<file path="src/rtl/sd_resp_pkg.sv">
// Shared types and helpers for the sector-request responder.
// Holds the FSM state encoding, block geometry and the block validity rule.
package sd_resp_pkg;

  typedef enum logic [2:0] {
    IDLE    = 3'd0,
    DELAY   = 3'd1,
    XFER_RD = 3'd2,
    XFER_WR = 3'd3,
    DONE    = 3'd4
  } state_t;

  localparam int BLOCK_BYTES = 512;
  localparam int BLOCK_AW    = 9;

  // A block is usable when an image is mounted, the block number is inside the
  // backing store and the whole block lies inside the mounted image. The end
  // offset is formed in 64 bits so large block numbers cannot wrap.
  function automatic logic blk_valid(input logic [31:0] lba,
                                     input logic [63:0] size,
                                     input logic [31:0] nblocks);
    logic [63:0] blk_end;
    blk_end = ({32'd0, lba} + 64'd1) << BLOCK_AW;
    return (size != 64'd0) && (lba < nblocks) && (blk_end <= size);
  endfunction

endpackage

</file>
<file path="src/rtl/sd_resp_mount_ctl.sv">
// Mount bookkeeping for the sector-request responder.
// A cfg_mount pulse is remembered and published (img_size, img_readonly,
// one img_mounted pulse) only while the responder reports idle, so the
// image never changes underneath a transfer. A newer cfg_mount while one is
// still pending replaces the pending values and still yields a single pulse.
module sd_resp_mount_ctl
  import sd_resp_pkg::*;
(
  input  logic        clk_sys,
  input  logic        reset,
  input  logic        idle,
  input  logic        cfg_mount,
  input  logic [63:0] cfg_size,
  input  logic        cfg_ro,
  output logic        img_mounted,
  output logic [63:0] img_size,
  output logic        img_readonly
);

  logic        pending;
  logic [63:0] pend_size;
  logic        pend_ro;

  // pending flag and published image state; a fresh request takes priority over publishing
  always_ff @(posedge clk_sys or posedge reset) begin
    if (reset) begin
      pending      <= 1'b0;
      img_mounted  <= 1'b0;
      img_size     <= 64'd0;
      img_readonly <= 1'b0;
    end else begin
      img_mounted <= 1'b0;
      if (cfg_mount) begin
        pending <= 1'b1;
      end else if (pending && idle) begin
        pending      <= 1'b0;
        img_size     <= pend_size;
        img_readonly <= pend_ro;
        img_mounted  <= 1'b1;
      end
    end
  end

  // latest requested image parameters, held until published
  always_ff @(posedge clk_sys) begin
    if (cfg_mount) begin
      pend_size <= cfg_size;
      pend_ro   <= cfg_ro;
    end
  end

endmodule

</file>
<file path="src/rtl/sd_block_responder.sv">
// Target end of the sector-request protocol: answers sd_rd/sd_wr with sd_ack
// and moves one 512-byte block between the sd_buff_* port and a byte-wide
// backing store holding a disk image.
// Each byte takes two cycles: for reads the store is addressed in the first
// and its data forwarded with a strobe in the second; for writes the buffer
// address is presented in the first and the core's data written in the second.
// Invalid blocks (and writes to a read-only image) keep full timing but never
// touch the store; reads of them return 0x00.
// Optional build macro SD_RESP_STATS_EN adds saturating block counters
// stat_rd_blocks, stat_wr_blocks and stat_bad_blocks.
module sd_block_responder
  import sd_resp_pkg::*;
#(
  parameter int MEM_AW     = 23,
  parameter int IMG_BLOCKS = 4096,
  parameter int ACK_DELAY  = 8
) (
  input  logic              clk_sys,
  input  logic              reset,
  input  logic [31:0]       sd_lba,
  input  logic              sd_rd,
  input  logic              sd_wr,
  output logic              sd_ack,
  output logic [8:0]        sd_buff_addr,
  output logic [7:0]        sd_buff_dout,
  input  logic [7:0]        sd_buff_din,
  output logic              sd_buff_wr,
  input  logic              cfg_mount,
  input  logic [63:0]       cfg_size,
  input  logic              cfg_ro,
  output logic              img_mounted,
  output logic [63:0]       img_size,
  output logic              img_readonly,
  output logic [MEM_AW-1:0] mem_addr,
  output logic              mem_re,
  input  logic [7:0]        mem_rdata,
  output logic              mem_we,
  output logic [7:0]        mem_wdata
`ifdef SD_RESP_STATS_EN
  ,
  output logic [15:0]       stat_rd_blocks,
  output logic [15:0]       stat_wr_blocks,
  output logic [15:0]       stat_bad_blocks
`endif
);

  localparam int LBA_W = MEM_AW - BLOCK_AW;
  localparam int DLY_W = (ACK_DELAY > 1) ? $clog2(ACK_DELAY) : 1;

  state_t           state, state_nx;
  logic [8:0]       idx, idx_nx;
  logic             phase, phase_nx;
  logic [DLY_W-1:0] dly_cnt, dly_nx;
  logic             accept;

  logic             rd_dir;
  logic             blk_ok;
  logic             wr_ok;
  logic [LBA_W-1:0] lba_base;
  logic             blk_ok_now;
  logic             idle;

  logic             rd_a, rd_b, wr_b, xfer;

  assign idle       = (state == IDLE);
  assign blk_ok_now = blk_valid(sd_lba, img_size, 32'(IMG_BLOCKS));

  sd_resp_mount_ctl u_mount (
    .clk_sys      (clk_sys),
    .reset        (reset),
    .idle         (idle),
    .cfg_mount    (cfg_mount),
    .cfg_size     (cfg_size),
    .cfg_ro       (cfg_ro),
    .img_mounted  (img_mounted),
    .img_size     (img_size),
    .img_readonly (img_readonly)
  );

  // control state: FSM, byte index, byte phase and ack delay counter
  always_ff @(posedge clk_sys or posedge reset) begin
    if (reset) begin
      state   <= IDLE;
      idx     <= 9'd0;
      phase   <= 1'b0;
      dly_cnt <= '0;
    end else begin
      state   <= state_nx;
      idx     <= idx_nx;
      phase   <= phase_nx;
      dly_cnt <= dly_nx;
    end
  end

  // next-state logic; a held request level is only acted on from IDLE
  always_comb begin
    state_nx = state;
    idx_nx   = idx;
    phase_nx = phase;
    dly_nx   = dly_cnt;
    accept   = 1'b0;
    unique case (state)
      IDLE: begin
        if (sd_rd || sd_wr) begin
          accept   = 1'b1;
          dly_nx   = DLY_W'(ACK_DELAY - 1);
          state_nx = DELAY;
        end
      end
      DELAY: begin
        if (dly_cnt == '0) begin
          idx_nx   = 9'd0;
          phase_nx = 1'b0;
          state_nx = rd_dir ? XFER_RD : XFER_WR;
        end else begin
          dly_nx = dly_cnt - DLY_W'(1);
        end
      end
      XFER_RD, XFER_WR: begin
        phase_nx = ~phase;
        if (phase) begin
          idx_nx = idx + 9'd1;
          if (idx == 9'd511) state_nx = DONE;
        end
      end
      DONE: begin
        if (!sd_rd && !sd_wr) state_nx = IDLE;
      end
      default: state_nx = IDLE;
    endcase
  end

  // request parameters captured at acceptance; validity is judged on the full
  // 32-bit block number before it is truncated to the store's address range
  always_ff @(posedge clk_sys) begin
    if (accept) begin
      rd_dir   <= sd_rd;
      blk_ok   <= blk_ok_now;
      wr_ok    <= blk_ok_now && !img_readonly;
      lba_base <= sd_lba[LBA_W-1:0];
    end
  end

  assign xfer = (state == XFER_RD) || (state == XFER_WR);
  assign rd_a = (state == XFER_RD) && !phase;
  assign rd_b = (state == XFER_RD) && phase;
  assign wr_b = (state == XFER_WR) && phase;

  assign sd_ack       = xfer;
  assign sd_buff_addr = xfer ? idx : 9'd0;
  assign sd_buff_wr   = rd_b;
  assign sd_buff_dout = (rd_b && blk_ok) ? mem_rdata : 8'd0;
  assign mem_re       = rd_a && blk_ok;
  assign mem_we       = wr_b && wr_ok;
  assign mem_addr     = (mem_re || mem_we) ? {lba_base, idx} : '0;
  assign mem_wdata    = mem_we ? sd_buff_din : 8'd0;

`ifdef SD_RESP_STATS_EN
  function automatic logic [15:0] sat_inc16(input logic [15:0] v);
    return (v == 16'hFFFF) ? v : v + 16'd1;
  endfunction

  logic enter_done;
  assign enter_done = (state != DONE) && (state_nx == DONE);

  // per-block counters, bumped once as each transfer completes
  always_ff @(posedge clk_sys or posedge reset) begin
    if (reset) begin
      stat_rd_blocks  <= 16'd0;
      stat_wr_blocks  <= 16'd0;
      stat_bad_blocks <= 16'd0;
    end else if (enter_done) begin
      if (state == XFER_RD) begin
        if (blk_ok) stat_rd_blocks  <= sat_inc16(stat_rd_blocks);
        else        stat_bad_blocks <= sat_inc16(stat_bad_blocks);
      end else begin
        if (wr_ok)  stat_wr_blocks  <= sat_inc16(stat_wr_blocks);
        else        stat_bad_blocks <= sat_inc16(stat_bad_blocks);
      end
    end
  end
`endif

endmodule

</file>
<file path="config.mk">
export PLATFORM = sky130hd
export DESIGN_NAME = sd_block_responder
export DESIGN_NICKNAME = d
export VERILOG_FILES = /design/src/rtl/sd_resp_pkg.sv /design/src/rtl/sd_resp_mount_ctl.sv /design/src/rtl/sd_block_responder.sv
export SDC_FILE = /design/constraint.sdc
export NUM_CORES = 1
export LEC_CHECK = 0
export BUFFER_PORTS_ARGS = -buffer_cell sky130_fd_sc_hd__buf_2
export CAP_MARGIN = 0
export CORE_MARGIN = 2
export CORE_UTILIZATION = 45
export DETAILED_ROUTE_END_ITERATION = 8
export PLACE_DENSITY = 0.74
export SYNTH_ARGS = -nofsm -noshare
export SYNTH_HDL_FRONTEND = slang
export SYNTH_HIERARCHICAL = 1
export SYNTH_SLANG_ARGS = --single-unit
</file>
<file path="constraint.sdc">
create_clock -name clk_sys -period 2.1 [get_ports clk_sys]
set_input_delay 0.105 -clock clk_sys [delete_from_list [all_inputs] [get_ports clk_sys]]
set_output_delay 0.105 -clock clk_sys [all_outputs]
set_load 0.01 [all_outputs]
</file>
# Word-level counts from Yosys, hierarchy flattened
# Index checks and enable logic that the tools add are counted.
[totals]
reg_bits = 165
inputBits = 118
elab_cells = 87
out_inout_bits = 118
[op_classes]
reduce_logical = 30
n_eq_ne = 11
bitwise_logic = 2
magnitude_cmp = 2
n_mux = 25
n_addsub = 3
[op_table]
columns = ["op", "n"]
rows = [
  ["$le A42 B64 Y1", 1],
  ["$reduce_bool A64 Y1", 1],
  ["$add A32 B1 Y33 const B", 1],
  ["$lt A32 B13 Y1 const B", 1],
  ["$mux W9", 3],
  ["$mux W23", 1],
  ["$mux W3", 7],
  ["$pmux W9 S2", 1],
  ["$mux W8", 2],
  ["$ne A2 B2 Y1 const B", 6],
  ["$pmux W3 S4", 1],
  ["$logic_and A1 B1 Y1", 11],
  ["$add A9 B1 Y9 const B", 1],
  ["$eq A9 B9 Y1 const B", 1],
  ["$mux W1", 8],
  ["$eq A3 B2 Y1 const B", 2],
  ["$logic_not A3 Y1", 2],
  ["$pmux W3 S2", 1],
  ["$reduce_and A3 Y1", 2],
  ["$reduce_bool A2 Y1", 3],
  ["$reduce_and A5 Y1", 1],
  ["$logic_not A1 Y1", 4],
  ["$reduce_and A2 Y1", 2],
  ["$eq A3 B1 Y1 const B", 1],
  ["other kinds (6)", 9],
]

# Depth between registers and ports, before layout
# Gate-level depths: netlist of the first run.
[logic_depth]
depth_word = 5
mapped_depth = 13
mapped_depth_nobuf = 13

# Hierarchy
# The synthesis of the first run kept the hierarchy.
[modules_own_cells]
columns = ["module", "seq_area_each_um2", "n_inst", "cells_each", "area_each_um2"]
rows = [
  ["sd_resp_mount_ctl", 3628.5, 1, 209, 4611.9],
  ["sd_block_responder", 910.9, 1, 389, 3269.4],
]

# Least setup slack after synthesis of the first run
# No wires, ideal clock.
[synth_path]
path_type = "input-to-reg"
from = "input port sd_lba[7]"
to = "register wr_ok, data pin"
stages = 13
t_arrival_ps = 2885
setup_ps = 132
slack_ps = -918
path_buffers = 0
required_ps = 1968
path_cell_list = "and4_1 -> and4_1 -> nand4_1 -> nor2_2 -> nand3_1 -> xnor2_1 -> ha_1 -> a21o_1 -> a221o_1 -> a2111oi_4 -> o2111ai_1 -> o221ai_2 -> and3b_1"
[synth_via]
elab_chain_cells = 4
elab_cells_between_ends = 6
cone_classes = "add/sub: 1; order compare: 2; reduce/logical: 3"
[synth_lines]
columns = ["element", "line_no", "source"]
rows = [
  ["from (decl)", "sd_block_responder.sv:20", "input logic [31:0] sd_lba,"],
  ["$add A32 B1 Y33 / $lt A32 B13 Y1 (equally long branches)", "sd_resp_pkg.sv:23, sd_resp_pkg.sv:24", ""],
  ["$le A42 B64 Y1 / $logic_and A1 B1 Y1 (equally long branches)", "sd_resp_pkg.sv:24", "return (size != 64'd0) && (lba < nblocks) && (blk_end <= size);"],
  ["$logic_and A1 B1 Y1 *", "sd_resp_pkg.sv:24", ""],
  ["$logic_and A1 B1 Y1 *", "sd_block_responder.sv:139", "wr_ok <= blk_ok_now && !img_readonly;"],
  ["to (signal assigned)", "sd_block_responder.sv:139", ""],
  ["to (decl)", "sd_block_responder.sv:58", "logic wr_ok;"],
]
# Every way passes the cells marked *; elsewhere a longest branch is shown, timed or not.
# A chain may end at the register's enable or synchronous reset.

# Worst setup path after layout of the first run
# Ends and elaborated chain as after synthesis.

==> results_dict.tcl, run 1 <==
set metrics [dict create \
    p_total_mw 13.6 \
    setup_viol 2 \
    cts_tree "yes" \
    rr_startpoint "u_mount/img_size[34]" \
    viasPerCell 4.96 \
    fillers 1249 \
    switching_share_pct 33.8 \
    dpl.hpwl_mm 14.4 \
    yosys.area.top_type "edfxtp_1" \
    ios 236 \
    multiInputGateArea_mm2 0.00318 \
    numPortBuffers 235 \
    tightest_slew_ns 0.878 \
    cts_root_buffer "clkbuf_16" \
    clk_pin_slew_ns 0.06 \
    numCtsBuffers 17 \
    fmax_mhz 376 \
    netlist.area_leader.share_pct 31.2 \
    violations "negative setup slack" \
    cp.arrival_ns 2.94 \
    total_leakage_power_nw 5.57 \
    drc 0 \
    ys_types 47 \
    htreeDepth 4 \
    min_period_over_period_pct 127 \
    synth_commonest_cells "dfrtp_1, edfxtp_1, and2_1, inv_1, mux2_4" \
    crit_path_max_fanout 3 \
    power_density_mw_per_mm2 1180 \
    startpoint_type "input pin" \
    regArea_mm2 0.00454 \
    synth_seq_cells 165 \
    syn2layout_area_growth_pct 46.1 \
    place.gp.congestion 0.840 \
    status "finished with violations" \
    comb_power_share_pct 38.7 \
    first_global_vias 6202 \
    antenna_found_initial 1 \
    clk_path_buf_depth 2 \
    cp.required_ns 2.39 \
    post_synth_instance_area_mm2 0.00788 \
    synth.area.top_cells "edfxtp_1, dfrtp_1, mux2_4" \
    routedWlPerCell_um 17.1 \
    first_pass_iters 4 \
    ys.flop_type "dfrtp_1" \
    grt_overflow 0 \
    fin_nets 1172 \
    p_seq_share_pct 37.3 \
    pwr-share-clk_pct 24.0 \
    drt_iter0_markers 242 \
    vdd.ir_drop.worst_v 0.000783 \
    vias 6229 \
    grt_pass1_wl_mm 32.1 \
    min_path_type "input pin to register" \
    synth_most_common_cell "dfrtp_1" \
    drv_cap 0 \
    ys_warn_count 6 \
    drv_slew 0 \
    path_class "input pin to register" \
    crit_path_end_kind "register" \
    grt_max_degree 68 \
    cp-startpoint "sd_lba[7]" \
    rsz0062_at_grt "yes" \
    chipHeight_um 136 \
    maxSlewHeadroom_pct 41.5 \
    power_switching_mw 4.61 \
    ys_seq_area_share_pct 57.6 \
    hold_viol_final 0 \
    fin_skew_ns 0.0100 \
    p_int_mw 9.01 \
    clk_latency_ns 0.42 \
    fp.coreArea_mm2 0.0172 \
    detail-route-antenna-nets 0 \
    rows 48 \
    dieArea_mm2 0.0186 \
    finalWorstSetupSlack_ns -0.557 \
    synth.net_count 754 \
    synthArstFlopShare_pct 50.3 \
    synth_area_per_cell_um2 13.2 \
    hold_start "sd_wr" \
    synth_edf_count 82 \
    min_period_ns 2.66 \
    drive_gt1_share_pct 44.7 \
    r2r_slack_ns -0.22 \
    clock-sinks 165 \
    grt_use_total_pct 23.0 \
    fin_util_pct 66.8 \
    dieWidth_um 136 \
    synth_cells 598 \
    start_util_pct 45.7 \
    drt-total-wl_mm 21.5 \
]
## metrics by stage
stage	worst slack, ns	area (um^2)	TNS, ns	hold WS [ns]	cells
global placement	-0.937	9890	-1.84	0.209	1131
finish	-0.557	11500	-1.07	0.0471	1255
floorplan	-0.765	7880	-1.50	0.0187	598
global route	-0.624	11500	-1.21	0.0703	1255
CTS	-0.499	11400	-0.955	0.0343	1250
detailed placement	-1.03	9890	-2.02	0.210	1131
## cells in the final DEF, fill, tap and decap left out, drive strengths merged, types with 2 or more instances in the layout
cell / Yosys / layout
a2111oi: 2 / 2
a21o: 5 / 5
a21oi: 18 / 18
a22o: 2 / 2
and2: 50 / 50
and2b: 2 / 2
and3: 11 / 11
and4: 5 / 5
buf: 12 / 330
bufinv: 0 / 3
clkbuf: 1 / 17
clkinv: 0 / 2
clkinvlp: 0 / 2
dfrtp: 83 / 83
dlygate4sd3: 0 / 79
edfxtp: 82 / 82
ha: 38 / 38
inv: 44 / 52
mux2: 65 / 65
nand2: 25 / 25
nand2b: 3 / 3
nand3: 23 / 23
nand4: 12 / 12
nor2: 26 / 26
nor2b: 2 / 2
nor3: 6 / 6
nor4: 19 / 19
o2111ai: 2 / 2
o21ai: 11 / 11
or2: 1 / 4
or3: 4 / 4
xnor2: 24 / 24
xor2: 10 / 10
## power by group through the flow
stage          registers, mW  logic (mW)  clock network [mW]
2_1_floorplan           5.33        2.50                   0
3_3_place_gp            5.07        4.79                   0
3_5_place_dp            5.12        4.88                   0
4_1_cts                 5.06        5.16                3.30
5_1_grt                 5.21        5.73                3.42
6_report                5.09        5.27                3.27
## metal layers
metal | up-vias | track usage [%] | wire, um
li1 | 2990 | - | -
met1 | 2988 | 27.6 | 8810
met2 | 235 | 41.6 | 11100
met3 | 16 | 5.22 | 1330
met4 | 0 | 5.96 | 259
met5 | - | 0 | 0
## worst max-delay path, cell delays in order
cell	delay (ns)
buf_6	0.07
and4_4	0.24
and4_4	0.22
nand4_1	0.15
nor2_2	0.18
nand3_2	0.09
xnor2_1	0.13
ha_1	0.29
a21o_1	0.18
a221o_1	0.34
a2111oi_4	0.38
o2111ai_2	0.17
o221ai_2	0.21
and3b_1	0.18
## final timing paths
kind | to | cells after the start
setup / recovery | wr_ok | 14
hold / removal | state[0] | 3
setup reg to reg | wr_ok | 8
hold reg to reg | u_mount/img_size[34] | 1
max in group asynchronous | dly_cnt[1] | 3
min in group asynchronous | u_mount/img_size[14] | 4
## registers in the layout (all words and copies together) (netlist names)
| signal | count |
|---|---|
| blk_ok | 1 |
| dly_cnt | 3 |
| idx | 9 |
| lba_base | 14 |
| phase | 1 |
| rd_dir | 1 |
| state | 3 |
| u_mount/img_mounted | 1 |
| u_mount/img_readonly | 1 |
| u_mount/img_size | 64 |
| u_mount/pend_ro | 1 |
| u_mount/pend_size | 64 |
| u_mount/pending | 1 |
| wr_ok | 1 |
## logic make-up (layout without fill, tap and decap cells)
logic type,after synthesis,count (layout),share of synthesized area [%]
and+or+nand+nor,193,196,13.9
DFF,165,165,57.6
other,0,1,0
xor gates and xnor gates,34,34,3.78
buffers and inverters,57,485,3.62
AOI/OAI and AO/OA,46,46,3.97
muxes,65,65,11.1
adders and majority gates,38,38,6.03
## repair_timing
action,in CTS,in global routing
pin swaps,5,5
endpoints found under the hold margin,161,0
resized for setup,18,11
cloned,2,1
hold buffers,79,0
endpoints found under the setup margin,41,39
setup buffers,6,3
## final cells by class
type                       count  share of cell area (%)
clock inverter                15                    1.65
tap                          225                    2.45
timing repair buffer         409                    23.7
clock buffer                  17                    3.70
multi-input combinational    379                    27.6
sequential                   165                    39.4
antenna                        1                  0.0217
inverter                      44                    1.43
(Power assumes the default switching activity.)
==> inputs of run 2 (changes only) <==
--- a/config.mk
+++ b/config.mk
@@ -10,7 +10,7 @@
 export CORE_MARGIN = 2
 export CORE_UTILIZATION = 45
 export DETAILED_ROUTE_END_ITERATION = 8
-export PLACE_DENSITY = 0.74
+export PLACE_DENSITY = 0.71
 export SYNTH_ARGS = -nofsm -noshare
 export SYNTH_HDL_FRONTEND = slang
 export SYNTH_HIERARCHICAL = 1
==> constraint.sdc (replaced) <==
create_clock -name clk_sys -period 3.1 [get_ports clk_sys]
set_input_delay 0.155 -clock clk_sys [delete_from_list [all_inputs] [get_ports clk_sys]]
set_output_delay 0.155 -clock clk_sys [all_outputs]
set_load 0.01 [all_outputs]
==> run 2 against run 1 <==
Against the previous run: the run now ends clean; wire length fell by 11%; total power fell by 37%; largest power group is now sequential cells; via count fell by 7.8%; first-iteration DRC count rose by 4.5%; clock skew barely moved.
==> results_dict.tcl, run 2 (synthesized netlist as in run 1, its figures left out) <==
set metrics [dict create \
    first_global_vias 5844 \
    clock-sinks 165 \
    crit_path_end_kind "register" \
    hold_depth 2 \
    finalWorstSetupSlack_ns 0.216 \
    min_period_ns 2.88 \
    dpl.hpwl_mm 13.5 \
    antenna_found_initial 1 \
    numCtsBuffers 17 \
    cts_root_buffer "clkbuf_16" \
    hold_start "sd_lba[5]" \
    grt_overflow 0 \
    holdWs_ns 0.0414 \
    rr_endpoint "wr_ok" \
    min_to "lba_base[5]" \
    status "finished clean" \
    crit_path_max_fanout 3 \
    fmax_mhz 347 \
    viasPerCell 4.88 \
    fillers 1372 \
    fin_nets 1094 \
    cts_tree "yes" \
    rr_startpoint "u_mount/img_size[34]" \
    final_cell_mix "buf_2, dfrtp_1, edfxtp_1" \
    postCtsSetupRepairBufs 0 \
    finalNonFillerCells 1177 \
    grt_pass1_wl_mm 29.7 \
    startpoint_type "input pin" \
    min_path_type "input pin to register" \
    cp.required_ns 3.39 \
    clk_pin_slew_ns 0.06 \
    chipHeight_um 136 \
    hold_buffers 69 \
    drc 0 \
    dieWidth_um 136 \
    syn2layout_area_growth_pct 36.1 \
    rsz0062_at_grt "no" \
    detail-route-antenna-nets 0 \
    drv_cap 0 \
    r2r_slack_ns 0.61 \
    numPortBuffers 235 \
    drt_iter0_markers 253 \
    clk_latency_ns 0.42 \
    min_period_over_period_pct 93.0 \
    htreeDepth 4 \
    dpl_worst_slack_ns -0.134 \
    r2r_cells 8 \
    dp.cells 1075 \
    power_density_mw_per_mm2 797 \
    place.gp.congestion 0.854 \
    vdd.ir_drop.worst_v 0.000498 \
    tightest_slew_ns 0.863 \
    p_total_mw 8.55 \
    routedWlPerCell_um 16.3 \
    grt_use_total_pct 21.0 \
    drt-total-wl_mm 19.2 \
    path_class "input pin to register" \
    start_util_pct 45.7 \
    first_pass_iters 4 \
    drive_gt1_share_pct 39.3 \
    fp.coreArea_mm2 0.0172 \
    grt_max_degree 67 \
    total_leakage_power_nw 5.14 \
    clk_path_buf_depth 2 \
    final_common_cell "buf_2" \
    ios 236 \
    drv_slew 0 \
    cp.arrival_ns 3.17 \
    dieArea_mm2 0.0186 \
    maxSlewHeadroom_pct 42.5 \
    rows 48 \
    largestRegisters "u_mount/img_size x64, u_mount/pend_size x64, lba_base x14" \
    cts-resized-gates 0 \
    vias 5745 \
    setup_viol 0 \
    hold_viol_final 0 \
    fin_skew_ns 0.00969 \
]
run 2: per-layer routing:
layer | routed length [um] | GRT usage, % | share of wire, % | up-vias
met1 | 8400 | 27.1 | 44 | 2719
met4 | 170 | 4.92 | 0.89 | 0
met3 | 1150 | 5.44 | 6.0 | 13
met2 | 9450 | 35.5 | 49 | 183
li1 | - | - | - | 2830
met5 | 0 | 0 | 0 | -
run 2: worst max-delay path, cell delays in order:
cell and delay (ns):
buf_2 0.09, and4_1 0.23, and4_1 0.26, nand3_1 0.14, nor2_1 0.24, nand2_1 0.11, xnor2_1 0.14, ha_1 0.28
and3_1 0.20, a221o_1 0.34, a2111oi_4 0.42, o2111ai_1 0.18, o221ai_2 0.20, and3b_1 0.18
run 2: area by class of cell:
class / instances / area [um^2] / share of cell area [%]
inverter: 44 / 165 / 1.54
clock inverter: 13 / 148 / 1.38
multi-input combinational: 376 / 3060 / 28.5
tap: 225 / 282 / 2.62
timing repair buffer: 334 / 2100 / 19.6
clock buffer: 19 / 433 / 4.03
antenna: 1 / 2.50 / 0.0233
sequential: 165 / 4540 / 42.3
run 2: power breakdown:
group	switching, mW	internal [mW]
logic	1.41	1.50
clock network	0.885	1.20
registers	0.598	2.96
run 2: how the worst max path moves through the flow:
stage | startpoint | end | cells after the start | slack [ns]
finish | sd_lba[7] | wr_ok | 14 | 0.22
global route | sd_lba[7] | wr_ok | 14 | 0.04
CTS | sd_lba[7] | wr_ok | 14 | 0.27
detailed placement | sd_lba[7] | wr_ok | 14 | -0.13
global placement | sd_lba[7] | wr_ok | 14 | -0.08
floorplan | sd_lba[7] | wr_ok | 13 | 0.03
run 2: per-stage QoR:
stage	area (um^2)	setup TNS, ns	util (%)
3_3_place_gp	9460	-0.124	54.9
6_report	10700	0	62.3
4_1_cts	10700	0	62.2
2_1_floorplan	7880	0	-
3_5_place_dp	9460	-0.248	54.9
5_1_grt	10700	0	62.3
==> inputs of run 3 (changes only) <==
--- a/config.mk
+++ b/config.mk
@@ -5,12 +5,13 @@
 export SDC_FILE = /design/constraint.sdc
 export NUM_CORES = 1
 export LEC_CHECK = 0
-export BUFFER_PORTS_ARGS = -buffer_cell sky130_fd_sc_hd__buf_2
+export BUFFER_PORTS_ARGS = -buffer_cell sky130_fd_sc_hd__buf_4
 export CAP_MARGIN = 0
 export CORE_MARGIN = 2
-export CORE_UTILIZATION = 45
+export CORE_UTILIZATION = 46
 export DETAILED_ROUTE_END_ITERATION = 8
-export PLACE_DENSITY = 0.71
+export HOLD_SLACK_MARGIN = 0.06
+export PLACE_DENSITY = 0.73
 export SYNTH_ARGS = -nofsm -noshare
 export SYNTH_HDL_FRONTEND = slang
 export SYNTH_HIERARCHICAL = 1
==> run 3 against run 2 <==
Against the previous run: via count increased by 3.4%; setup slack improved by 0.11 ns; final area increased by 6.3%; largest cell class unchanged; critical path type unchanged; register-to-register slack improved by 0.05 ns; clock skew about the same.
==> results_dict.tcl, run 3 (synthesized netlist as in run 1, its figures left out) <==
set metrics [dict create \
    routedWlPerCell_um 17.9 \
    grt_use_total_pct 23.4 \
    dp.cells 1067 \
    drv_slew 0 \
    fp.coreArea_mm2 0.0166 \
    clk_pin_slew_ns 0.06 \
    power_density_mw_per_mm2 777 \
    numPortBuffers 235 \
    dieWidth_um 135 \
    dpl_worst_slack_ns -0.112 \
    cts_root_buffer "clkbuf_16" \
    crit_path_end_kind "register" \
    clk_latency_ns 0.42 \
    start_util_pct 47.4 \
    status "finished clean" \
    cp.required_ns 3.27 \
    numCtsBuffers 17 \
    viasPerCell 5.03 \
    grt_pass1_wl_mm 32.5 \
    place.gp.congestion 0.861 \
    antenna_found_initial 0 \
    dpl.hpwl_mm 15.0 \
    largestRegisters "u_mount/img_size x64, u_mount/pend_size x64, lba_base x14" \
    rsz0062_at_grt "no" \
    vias 5941 \
    clk_path_buf_depth 2 \
    hold_start "sd_wr" \
    min_path_type "input pin to register" \
    grt_overflow 0 \
    grt_max_degree 43 \
    p_total_mw 8.86 \
    rows 47 \
    r2r_cells 8 \
    first_pass_iters 4 \
    vdd.ir_drop.worst_v 0.000491 \
    drt-total-wl_mm 21.1 \
    multiInputGateArea_mm2 0.00309 \
    final_cell_mix "buf_4, dfrtp_1, edfxtp_1" \
    htreeDepth 4 \
    r2r_slack_ns 0.66 \
    syn2layout_area_growth_pct 44.8 \
    final_common_cell "buf_4" \
    insertedDiodeCount 0 \
    rr_startpoint "u_mount/img_size[35]" \
    ios 236 \
    drt_iter0_markers 312 \
    maxSlewHeadroom_pct 54.9 \
    drv_cap 0 \
    min_period_over_period_pct 89.6 \
    clock-sinks 165 \
    rr_endpoint "wr_ok" \
    drc 0 \
    fin_skew_ns 0.0100 \
    place_area_mm2 0.0100 \
    fin_nets 1104 \
    detail-route-antenna-nets 0 \
    fmax_mhz 360 \
    setup_viol 0 \
    hold_viol_final 0 \
    min_to "state[0]" \
    finalWorstSetupSlack_ns 0.321 \
    cts_tree "yes" \
    tightest_slew_ns 0.670 \
    startpoint_type "input pin" \
    finalNonFillerCells 1181 \
    chipHeight_um 135 \
    hold_depth 3 \
    crit_path_max_fanout 4 \
    first_global_vias 6314 \
    min_period_ns 2.78 \
    fillers 1198 \
    final_cell_area_mm2 0.0114 \
    cp.arrival_ns 2.94 \
    path_class "input pin to register" \
    drive_gt1_share_pct 38.8 \
    regArea_mm2 0.00454 \
    total_leakage_power_nw 5.33 \
    dieArea_mm2 0.0182 \
]
run 3: how the worst max path moves through the flow:
stage | depth (start not counted) | slack, ns | endpoint | startpoint
after CTS | 14 | 0.0006 | wr_ok | sd_lba[6]
after detailed placement | 14 | -0.11 | wr_ok | sd_lba[7]
after global placement | 14 | -0.05 | wr_ok | sd_lba[7]
final | 14 | 0.32 | wr_ok | sd_lba[7]
after floorplan | 13 | 0.03 | wr_ok | sd_lba[7]
after global routing | 14 | 0.19 | wr_ok | sd_lba[7]
run 3: worst max-delay path, stage by stage:
cell	delay, ns
buf_4	0.08
and4_1	0.22
and4_1	0.25
nand4_1	0.16
buf_4	0.19
nor2_2	0.11
nand3_1	0.10
xnor2_1	0.13
ha_1	0.27
nand4_1	0.19
or3_2	0.54
o2111ai_2	0.19
o221ai_2	0.13
and3b_1	0.22
run 3: timing repair:
| item | in CTS | in global routing |
|---|---|---|
| hold endpoints to repair | 121 | 0 |
| gates resized for setup | 0 | 9 |
| setup buffers | 0 | 1 |
| setup endpoints to repair | 0 | 2 |
| hold buffers | 81 | 0 |
run 3: layer usage:
metal  track usage (%)  wire (um)  up-vias
met1              28.3       8600     2843
li1                  -          -     2853
met2              41.0      10600      211
met3              5.11       1380       34
met5                 0          0        -
met4              8.48        511        0
run 3: cell type report:
class,count,area share [%]
Sequential cell,165,39.8
Multi-Input combinational cell,376,27.0
Inverter,44,1.45
Tap cell,220,2.41
Timing Repair Buffer,344,24.6
Clock buffer,23,4.11
Clock inverter,9,0.614
run 3: metrics by stage:
stage / hold slack [ns] / utilization, % / setup TNS (ns)
6_report: 0.106 / 68.6 / 0
3_5_place_dp: 0.264 / 60.2 / -0.167
3_3_place_gp: 0.232 / 60.2 / -0.0642
2_1_floorplan: 0.0687 / - / 0
5_1_grt: 0.129 / 68.6 / 0
4_1_cts: 0.103 / 68.3 / 0
run 3: report_power, final:
group	total, mW	internal, mW	switching (mW)
registers	3.58	2.96	0.622
logic	3.35	1.85	1.51
clock network	1.93	1.08	0.846
